**src/rtl/traffic_phase_sequencer.sv**
```systemverilog
// Timed Moore controller for per-lane green/yellow lamps with day phases, night flash,
// latched pedestrian walk and emergency preemption; lamps not lit green or yellow are red.
module traffic_phase_sequencer #(
  parameter int LANES         = 8,
  parameter int PHASES        = 4,
  parameter int GREEN_CYCLES  = 20,
  parameter int YELLOW_CYCLES = 4,
  parameter int CLEAR_CYCLES  = 2,
  parameter int PED_CYCLES    = 10,
  parameter int CNT_W         = 8
) (
  input  logic                     clk,
  input  logic                     rst,
  input  logic                     timeSignal,
  input  logic                     pedSignal,
  input  logic                     emgSignal,
  input  logic [LANES-1:0]         emgLane,
  input  logic [PHASES*LANES-1:0]  phaseMask,
  output logic [LANES-1:0]         greenOut,
  output logic [LANES-1:0]         yellowOut,
  output logic                     walkOut,
  output logic [1:0]               trafficMode
);

  localparam int PH_W = (PHASES > 1) ? $clog2(PHASES) : 1;

  localparam logic [CNT_W-1:0] GRN_LD = CNT_W'(GREEN_CYCLES - 1);
  localparam logic [CNT_W-1:0] YEL_LD = CNT_W'(YELLOW_CYCLES - 1);
  localparam logic [CNT_W-1:0] CLR_LD = CNT_W'(CLEAR_CYCLES - 1);
  localparam logic [CNT_W-1:0] PED_LD = CNT_W'(PED_CYCLES - 1);
  localparam logic [PH_W-1:0]  PH_LAST = PH_W'(PHASES - 1);

  typedef enum logic [2:0] {
    ST_GREEN       = 3'd0,
    ST_YELLOW      = 3'd1,
    ST_CLEAR       = 3'd2,
    ST_PED_WALK    = 3'd3,
    ST_EMG_HOLD    = 3'd4,
    ST_NIGHT_FLASH = 3'd5
  } state_t;

  state_t            state_q, state_d;
  logic [PH_W-1:0]   phase_q, phase_d;
  logic [CNT_W-1:0]  timer_q, timer_d;
  logic              ped_pending_q, ped_pending_d;
  logic              blink_q, blink_d;
  logic [LANES-1:0]  green_q, green_d;
  logic [LANES-1:0]  yellow_q, yellow_d;
  logic              walk_q, walk_d;
  logic [1:0]        mode_q, mode_d;
  logic              timer_done_s;
  logic [LANES-1:0]  mask_s [PHASES];

  for (genvar gp = 0; gp < PHASES; gp++) begin : g_mask
    assign mask_s[gp] = phaseMask[gp*LANES +: LANES];
  end

  assign timer_done_s = (timer_q == {CNT_W{1'b0}});

  // Next-state, timer, phase, pedestrian latch and blink logic
  always_comb begin
    state_d       = state_q;
    phase_d       = phase_q;
    timer_d       = timer_q - CNT_W'(1);
    blink_d       = blink_q;
    ped_pending_d = ped_pending_q | (pedSignal & (state_q != ST_PED_WALK));
    case (state_q)
      ST_GREEN: begin
        if (emgSignal || timer_done_s) begin
          state_d = ST_YELLOW;
          timer_d = YEL_LD;
        end else begin
          state_d = ST_GREEN;
        end
      end
      ST_YELLOW: begin
        if (timer_done_s) begin
          state_d = ST_CLEAR;
          timer_d = CLR_LD;
          phase_d = (phase_q == PH_LAST) ? {PH_W{1'b0}} : phase_q + PH_W'(1);
        end else begin
          state_d = ST_YELLOW;
        end
      end
      ST_CLEAR: begin
        // Exit priority: emergency, then pedestrian, then night, then day green
        if (!timer_done_s) begin
          state_d = ST_CLEAR;
        end else if (emgSignal) begin
          state_d = ST_EMG_HOLD;
          timer_d = {CNT_W{1'b0}};
        end else if (ped_pending_q) begin
          state_d       = ST_PED_WALK;
          timer_d       = PED_LD;
          ped_pending_d = 1'b0;
        end else if (timeSignal) begin
          state_d = ST_NIGHT_FLASH;
          timer_d = YEL_LD;
          blink_d = 1'b1;
        end else begin
          state_d = ST_GREEN;
          timer_d = GRN_LD;
        end
      end
      ST_PED_WALK: begin
        if (emgSignal) begin
          state_d       = ST_CLEAR;
          timer_d       = CLR_LD;
          ped_pending_d = 1'b1;
        end else if (timer_done_s) begin
          state_d = ST_CLEAR;
          timer_d = CLR_LD;
        end else begin
          state_d = ST_PED_WALK;
        end
      end
      ST_EMG_HOLD: begin
        if (emgSignal) begin
          state_d = ST_EMG_HOLD;
          timer_d = timer_q;
        end else begin
          state_d = ST_CLEAR;
          timer_d = CLR_LD;
        end
      end
      ST_NIGHT_FLASH: begin
        if (emgSignal) begin
          state_d = ST_CLEAR;
          timer_d = CLR_LD;
          blink_d = 1'b0;
        end else if (!timeSignal) begin
          state_d = ST_CLEAR;
          timer_d = CLR_LD;
          phase_d = {PH_W{1'b0}};
          blink_d = 1'b0;
        end else if (timer_done_s) begin
          timer_d = YEL_LD;
          blink_d = ~blink_q;
        end else begin
          state_d = ST_NIGHT_FLASH;
        end
      end
      default: begin
        state_d = ST_CLEAR;
        timer_d = CLR_LD;
      end
    endcase
  end

  // Lamp decode of the upcoming state, registered so lamps follow the state register
  always_comb begin
    green_d  = {LANES{1'b0}};
    yellow_d = {LANES{1'b0}};
    walk_d   = 1'b0;
    mode_d   = 2'b00;
    case (state_d)
      ST_GREEN:       green_d  = mask_s[phase_d];
      ST_YELLOW:      yellow_d = mask_s[phase_d];
      ST_CLEAR:       mode_d   = 2'b00;
      ST_PED_WALK: begin
        walk_d = 1'b1;
        mode_d = 2'b10;
      end
      ST_EMG_HOLD: begin
        green_d = emgLane;
        mode_d  = 2'b11;
      end
      ST_NIGHT_FLASH: begin
        yellow_d = {LANES{blink_d}};
        mode_d   = 2'b01;
      end
      default:        mode_d   = 2'b00;
    endcase
  end

  // State, timer and lamp registers with synchronous reset into all-red clearance
  always_ff @(posedge clk) begin
    if (rst) begin
      state_q       <= ST_CLEAR;
      phase_q       <= {PH_W{1'b0}};
      timer_q       <= CLR_LD;
      ped_pending_q <= 1'b0;
      blink_q       <= 1'b0;
      green_q       <= {LANES{1'b0}};
      yellow_q      <= {LANES{1'b0}};
      walk_q        <= 1'b0;
      mode_q        <= 2'b00;
    end else begin
      state_q       <= state_d;
      phase_q       <= phase_d;
      timer_q       <= timer_d;
      ped_pending_q <= ped_pending_d;
      blink_q       <= blink_d;
      green_q       <= green_d;
      yellow_q      <= yellow_d;
      walk_q        <= walk_d;
      mode_q        <= mode_d;
    end
  end

  assign greenOut    = green_q;
  assign yellowOut   = yellow_q;
  assign walkOut     = walk_q;
  assign trafficMode = mode_q;

endmodule

```
**config.mk**
```make
export PLATFORM = sky130hd
export DESIGN_NAME = traffic_phase_sequencer
export DESIGN_NICKNAME = d
export VERILOG_FILES = /design/src/rtl/traffic_phase_sequencer.sv
export SDC_FILE = /design/constraint.sdc
export NUM_CORES = 1
export LEC_CHECK = 0
export ABC_AREA = 1
export BUFFER_PORTS_ARGS = -buffer_cell sky130_fd_sc_hd__buf_4
export CAP_MARGIN = 40
export CORE_MARGIN = 3
export CORE_UTILIZATION = 56
export CTS_CLUSTER_DIAMETER = 120
export DETAILED_ROUTE_END_ITERATION = 16
export GPL_ROUTABILITY_DRIVEN = 0
export PLACE_DENSITY = 0.85
export SYNTH_ARGS = -nofsm -noshare
export SYNTH_HDL_FRONTEND = slang
export SYNTH_SLANG_ARGS = --single-unit
```
**constraint.sdc**
```tcl
create_clock -name clk -period 3 [get_ports clk]
set_input_delay 0.3 -clock clk [delete_from_list [all_inputs] [get_ports clk]]
set_output_delay 0.3 -clock clk [all_outputs]
set_load 0.1 [all_outputs]
```
# == Word level (Yosys, flattened, before mapping) ==
# Index checks and enable logic that the tools add are counted.
# word_totals
ff_bits,34
inputBits,45
output_inout_bits,19
wordCells,82
# op_classes
addsub,2
n_lt_le_gt_ge,1
eq_ne,12
n_mux,50
n_bitwise,4
n_reduce_logical,4
# op_table
op,count
8-bit 2-to-1 mux,10
8-bit case mux with 6 select lines,1
8-bit case mux with 2 select lines,2
3-bit 2-to-1 mux,8
3-bit case mux with 6 select lines,1
8-bit binary-select mux with 2-bit select,1
1-bit 2-to-1 mux,15
5-bit 2-to-1 mux,3
3-bit equality test (second input constant),4
2-bit 2-to-1 mux,5
3-bit by 2-bit equality test with 1-bit output (second input constant),3
8-bit zero test,1
8-bit by 1-bit subtractor with 8-bit output (second input constant),1
3-bit by 1-bit equality test with 1-bit output (second input constant),2
3-bit zero test,2
2-bit case mux with 3 select lines,1
1-bit case mux with 2 select lines,2
2-bit case mux with 2 select lines,1
3-bit greater-or-equal comparator (second input constant),1
3-bit by 2-bit inequality test with 1-bit output (second input constant),1
2-bit NOT with 3-bit output,1
2-bit by 1-bit adder with 2-bit output (second input constant),1
2-bit equality test (second input constant),1
2-bit inequality test (second input constant),1
4 further kinds,4

# == Longest topological paths before layout ==
# logic_depth
word_depth,9
ltp_mapped,13
mapped_depth_nobuf,13

# == Least setup slack after synthesis ==
# OpenSTA, ideal clock, no wires.
# synth_path
path_kind,reg2reg
startpoint,register timer_q[0]
endpoint,"register green_q[1], in the netlist greenOut[1]"
setup_ps,67
t_arrival_ps,1703
t_required_ps,2933
path_slack_ps,1230
path_stages_with_launch,14
cell_sequence,dfxtp_1 -> inv_1 -> ha_1 -> nand2_1 -> nor2_2 -> nand2_2 -> nand2_1 -> nand2_1 -> nand2_4 -> nor2_4 -> nand2_4 -> nor2_8 -> nand2_4 -> o21ai_2
# synth_between
elab_chain_len,8
# synth_lines
item,line,text
from (decl),44,"logic [CNT_W-1:0] timer_q, timer_d;"
from (signal assigned),191,timer_q <= timer_d;
8-bit zero test *,58,assign timer_done_s = (timer_q == {CNT_W{1'b0}});
2-bit 2-to-1 mux,77,if (timer_done_s) begin
2-bit case mux with 2 select lines,67,case (state_q)
2-bit NOT with 3-bit output (not written as such),157,ST_GREEN: green_d = mask_s[phase_d];
8-bit binary-select mux with 2-bit select,157,
8-bit 2-to-1 mux (not written as such) (2 in series),157,
8-bit case mux with 2 select lines *,156,case (state_d)
to (signal assigned),184,green_q <= {LANES{1'b0}};
to (signal assigned),194,green_q <= green_d;
to (decl),47,"logic [LANES-1:0] green_q, green_d;"
# Mark *: on every way between the ends. The rest lies on a longest branch, timed or not. The select of a mux whose other input is x is not followed.
# A chain may end at the register's enable or synchronous reset.

# == Worst setup path in the final report ==
# layout_path
startpoint,register timer_q[0]
endpoint,"register green_q[6], in the netlist greenOut[6]"
# Same word-level chain as after synthesis.

==> key figures <==
Clock network
  • Clock tree buffer depth: 2
  • Clock root cell: clkbuf_8
  • CTS buffer count: 5
  • CTS tree: built
  • Clock slew at reported path FFs: 0.07 ns
  • CTS Hold Bufs: 0
  • Post-CTS sizing: 0
  • H-tree Lvls: 2
  • Clk_lat worst skew: 0.28 ns
  • # clock sinks: 34
  • Post-CTS Setup Inserts: 0

Floorplanning
  • Die area: 4753 sq um
  • I/O pin total: 64
  • Row count: 22
  • Die Wd: 68.94 um
  • Initial core utilization: 0.5926
  • Core ar.: 3744 sq um
  • Die Height: 68.94 um

Detailed routing
  • Detail Route Antenna Nets: 0
  • Vias/cell: 5.608
  • Via count: 2372
  • Drt pass-1 iters: 5
  • DR iter-0 viols: 252
  • Avg WL per Cell: 13.88 um
  • DRT Wirelength: 5.871 mm
  • Number of remaining DRC errors: 0

Pwr
  • Power consumption: 2.608 mW
  • PD cells: 945.8 nW/um^2
  • Max VDD drop: 0.3809 mV
  • P_leak: 1.367 nW

Worst hold path
  • Worst hold path class: input port to register
  • Worst hold stages: 3
  • Hold Crit Start: emgLane[7]
  • Min-Delay Endpoint: greenOut[7]

GRT
  • First-pass GRT wire length: 9.515 mm
  • Initial antenna violation count: 0
  • Largest net degree at the start of global routing: 26
  • Vias in the first global route: 2173
  • Global Route Usage Sum: 0.2653
  • Total gr overflow: 0

Logic synthesis
  • Cells after Synth: 311
  • Async SR Flop Fraction: 0
  • Top-count cell post-synth: nand2_1
  • Area contributors post-synth: dfxtp_1 31%, nand3_1 13%, nand2_1 11%
  • Syn_nets: 358
  • Post-synth top area share: 0.3068
  • Register area share after synthesis: 0.3068
  • Synth Register Bits: 34
  • Library cells used by synthesis: 34
  • Synth Flop Type: dfxtp_1
  • Mapped cell area: 2218 sq um
  • EDFF count, synth: 0
  • Top cell type by total area after synthesis: dfxtp_1
  • Mean post-synth cell area: 7.133 sq um
  • Synth warnings: 0
  • Most common library cells after synthesis: 64 x nand2_1, 57 x nand3_1, 36 x inv_1

Setup path
  • Worst r2r src: timer_q[0]
  • R2R cell count: 12
  • Critical path's slowest cell: nor2_4
  • Worst setup EP type: register
  • Crit path DAT: 2.54 ns
  • Slowest stage delay, CP: 0.33 ns
  • Worst setup SP type: register
  • Most used cell, CP: nand2_4
  • Worst path required time: 3.22 ns
  • R2r setup slk: 0.68 ns
  • CP Launch Point: timer_q[0]
  • Worst Setup Path Type: register to register
  • WP buf/inv: 2
  • Critical Path Fanout Max: 11
  • Critical path's top delay family: simple AND/OR/NAND/NOR gates
  • Crit Reg-Reg Endpoint: greenOut[6]
  • Critical-path cell list: inv_1, ha_1, nand2_1, nor2_4, nor2_1, inv_1, nand2_4, nor2_4, nand2_4, nor2_8, nand2_4, o21ai_2

Cells and area
  • Fillcell total: 314
  • Layout area overhead: 24.31%
  • Design area: 2758 sq um
  • Nets@finish: 421
  • Area of the multi-input gates: 1290 sq um
  • Layout Utilization: 0.7366
  • Fraction of final layout cells sized beyond drive strength 1: 0.3147
  • FF+latch area: 680.7 sq um
  • Antenna cells: 0

Placed design
  • Buffers on Ports: 63
  • Detail Placement HPWL: 4.568 mm
  • Pre-CTS setup slack: 0.7291 ns
  • Placed cell area: 2663 sq um

STA
  • Worst slew pin tran: 0.3958 ns
  • Fin. Hold Viols: 0
  • Final Setup Violations: 0
  • Fmax: 430.6 MHz
  • TNS Setup: 0 ns
  • Period minus WS final: 2.323 ns
  • Slew headroom: 0.7354
  • Layout Skew: 0.002225 ns
  • Slew Limit Fails: 0
  • Final setup margin: 0.6775 ns
  • Fin crit share: 0.7742
  • RSZ-0062 raised after global routing: no

Flow run
  • Max cap viols: 0

Run status
  • Status: finished, final reports clean
[cell usage in the layout (no fill, tap or decap), types with 2 or more instances in the layout]
master and instances:
inv_4 2, o221ai_1 2, o21ai_2 7, nor2_1 18, dfxtp_1 34, nand2_4 7
clkbuf_8 6, xor2_1 2, o21ai_0 7, inv_1 36, nor2_2 4, o211ai_1 2
buf_4 63, nand4_1 6, nand3_2 6, ha_1 2, nand3_1 57, a21oi_1 20
nand2_2 8, or2_2 2, nor3_1 2, nor2_4 5, nand2_1 64, inv_2 3
[sequential cells by signal (all words and copies together) (netlist names)]
| signal | cells |
|---|---|
| greenOut | 8 |
| timer_q | 8 |
| yellowOut | 8 |
| state_q | 3 |
| phase_q | 2 |
| trafficMode | 2 |
| blink_q | 1 |
| ped_pending_q | 1 |
| walkOut | 1 |
[power breakdown]
| group | total [mW] | switching [mW] | internal (mW) |
|---|---|---|---|
| combinational | 1.59 | 1.15 | 0.441 |
| sequential | 0.665 | 0.0922 | 0.573 |
| clock | 0.353 | 0.169 | 0.184 |
| total | 2.61 | 1.41 | 1.20 |
[worst max path at each step]
stage | end | slack [ns] | depth (start not counted)
finish | greenOut[6] | 0.68 | 12
global route | greenOut[4] | 0.50 | 12
CTS | greenOut[6] | 0.69 | 12
detailed placement | greenOut[1] | 0.73 | 12
global placement | yellowOut[1] | 0.83 | 11
floorplan | greenOut[1] | 1.23 | 13
[stage by stage]
step	cells	hold slack, ns
floorplan	311	0.4508
global placement	415	0.4782
detailed placement	415	0.4928
CTS	423	0.2427
global route	423	0.2671
finish	423	0.2507
[worst register-to-register path, stage by stage, from the launching register on]
cell,delay [ns]
dfxtp_1,0.32
inv_1,0.08
ha_1,0.28
nand2_1,0.13
nor2_4,0.33
nor2_1,0.11
inv_1,0.14
nand2_4,0.12
nor2_4,0.27
nand2_4,0.12
nor2_8,0.13
nand2_4,0.09
o21ai_2,0.14
[cells by family after synthesis]
family	after synthesis	synth area share
and+or+nand+nor	182	0.4428
AOI/OAI and AO/OA	43	0.1196
adders and majority gates	2	0.01128
DFF	34	0.3068
buffers and inverters	48	0.1117
xor gates and xnor gates	2	0.007898
[metal layers]
layer / vias up / wire (um) / GRT usage
li1: 1161 / - / -
met1: 1046 / 2259 / 0.3074
met2: 144 / 2904 / 0.4655
met3: 21 / 530 / 0.05835
met4: 0 / 176 / 0.1144
met5: - / 0 / 0
[layout make-up]
cell class,count,share of cell area
Tap cell,48,0.02178
Clock inverter,2,0.004537
Inverter,41,0.05762
Sequential cell,34,0.2468
Multi-Input combinational cell,229,0.4678
Timing Repair Buffer,63,0.1715
Clock buffer,6,0.02995
Note: power is estimated with default switching activity, not from simulation.
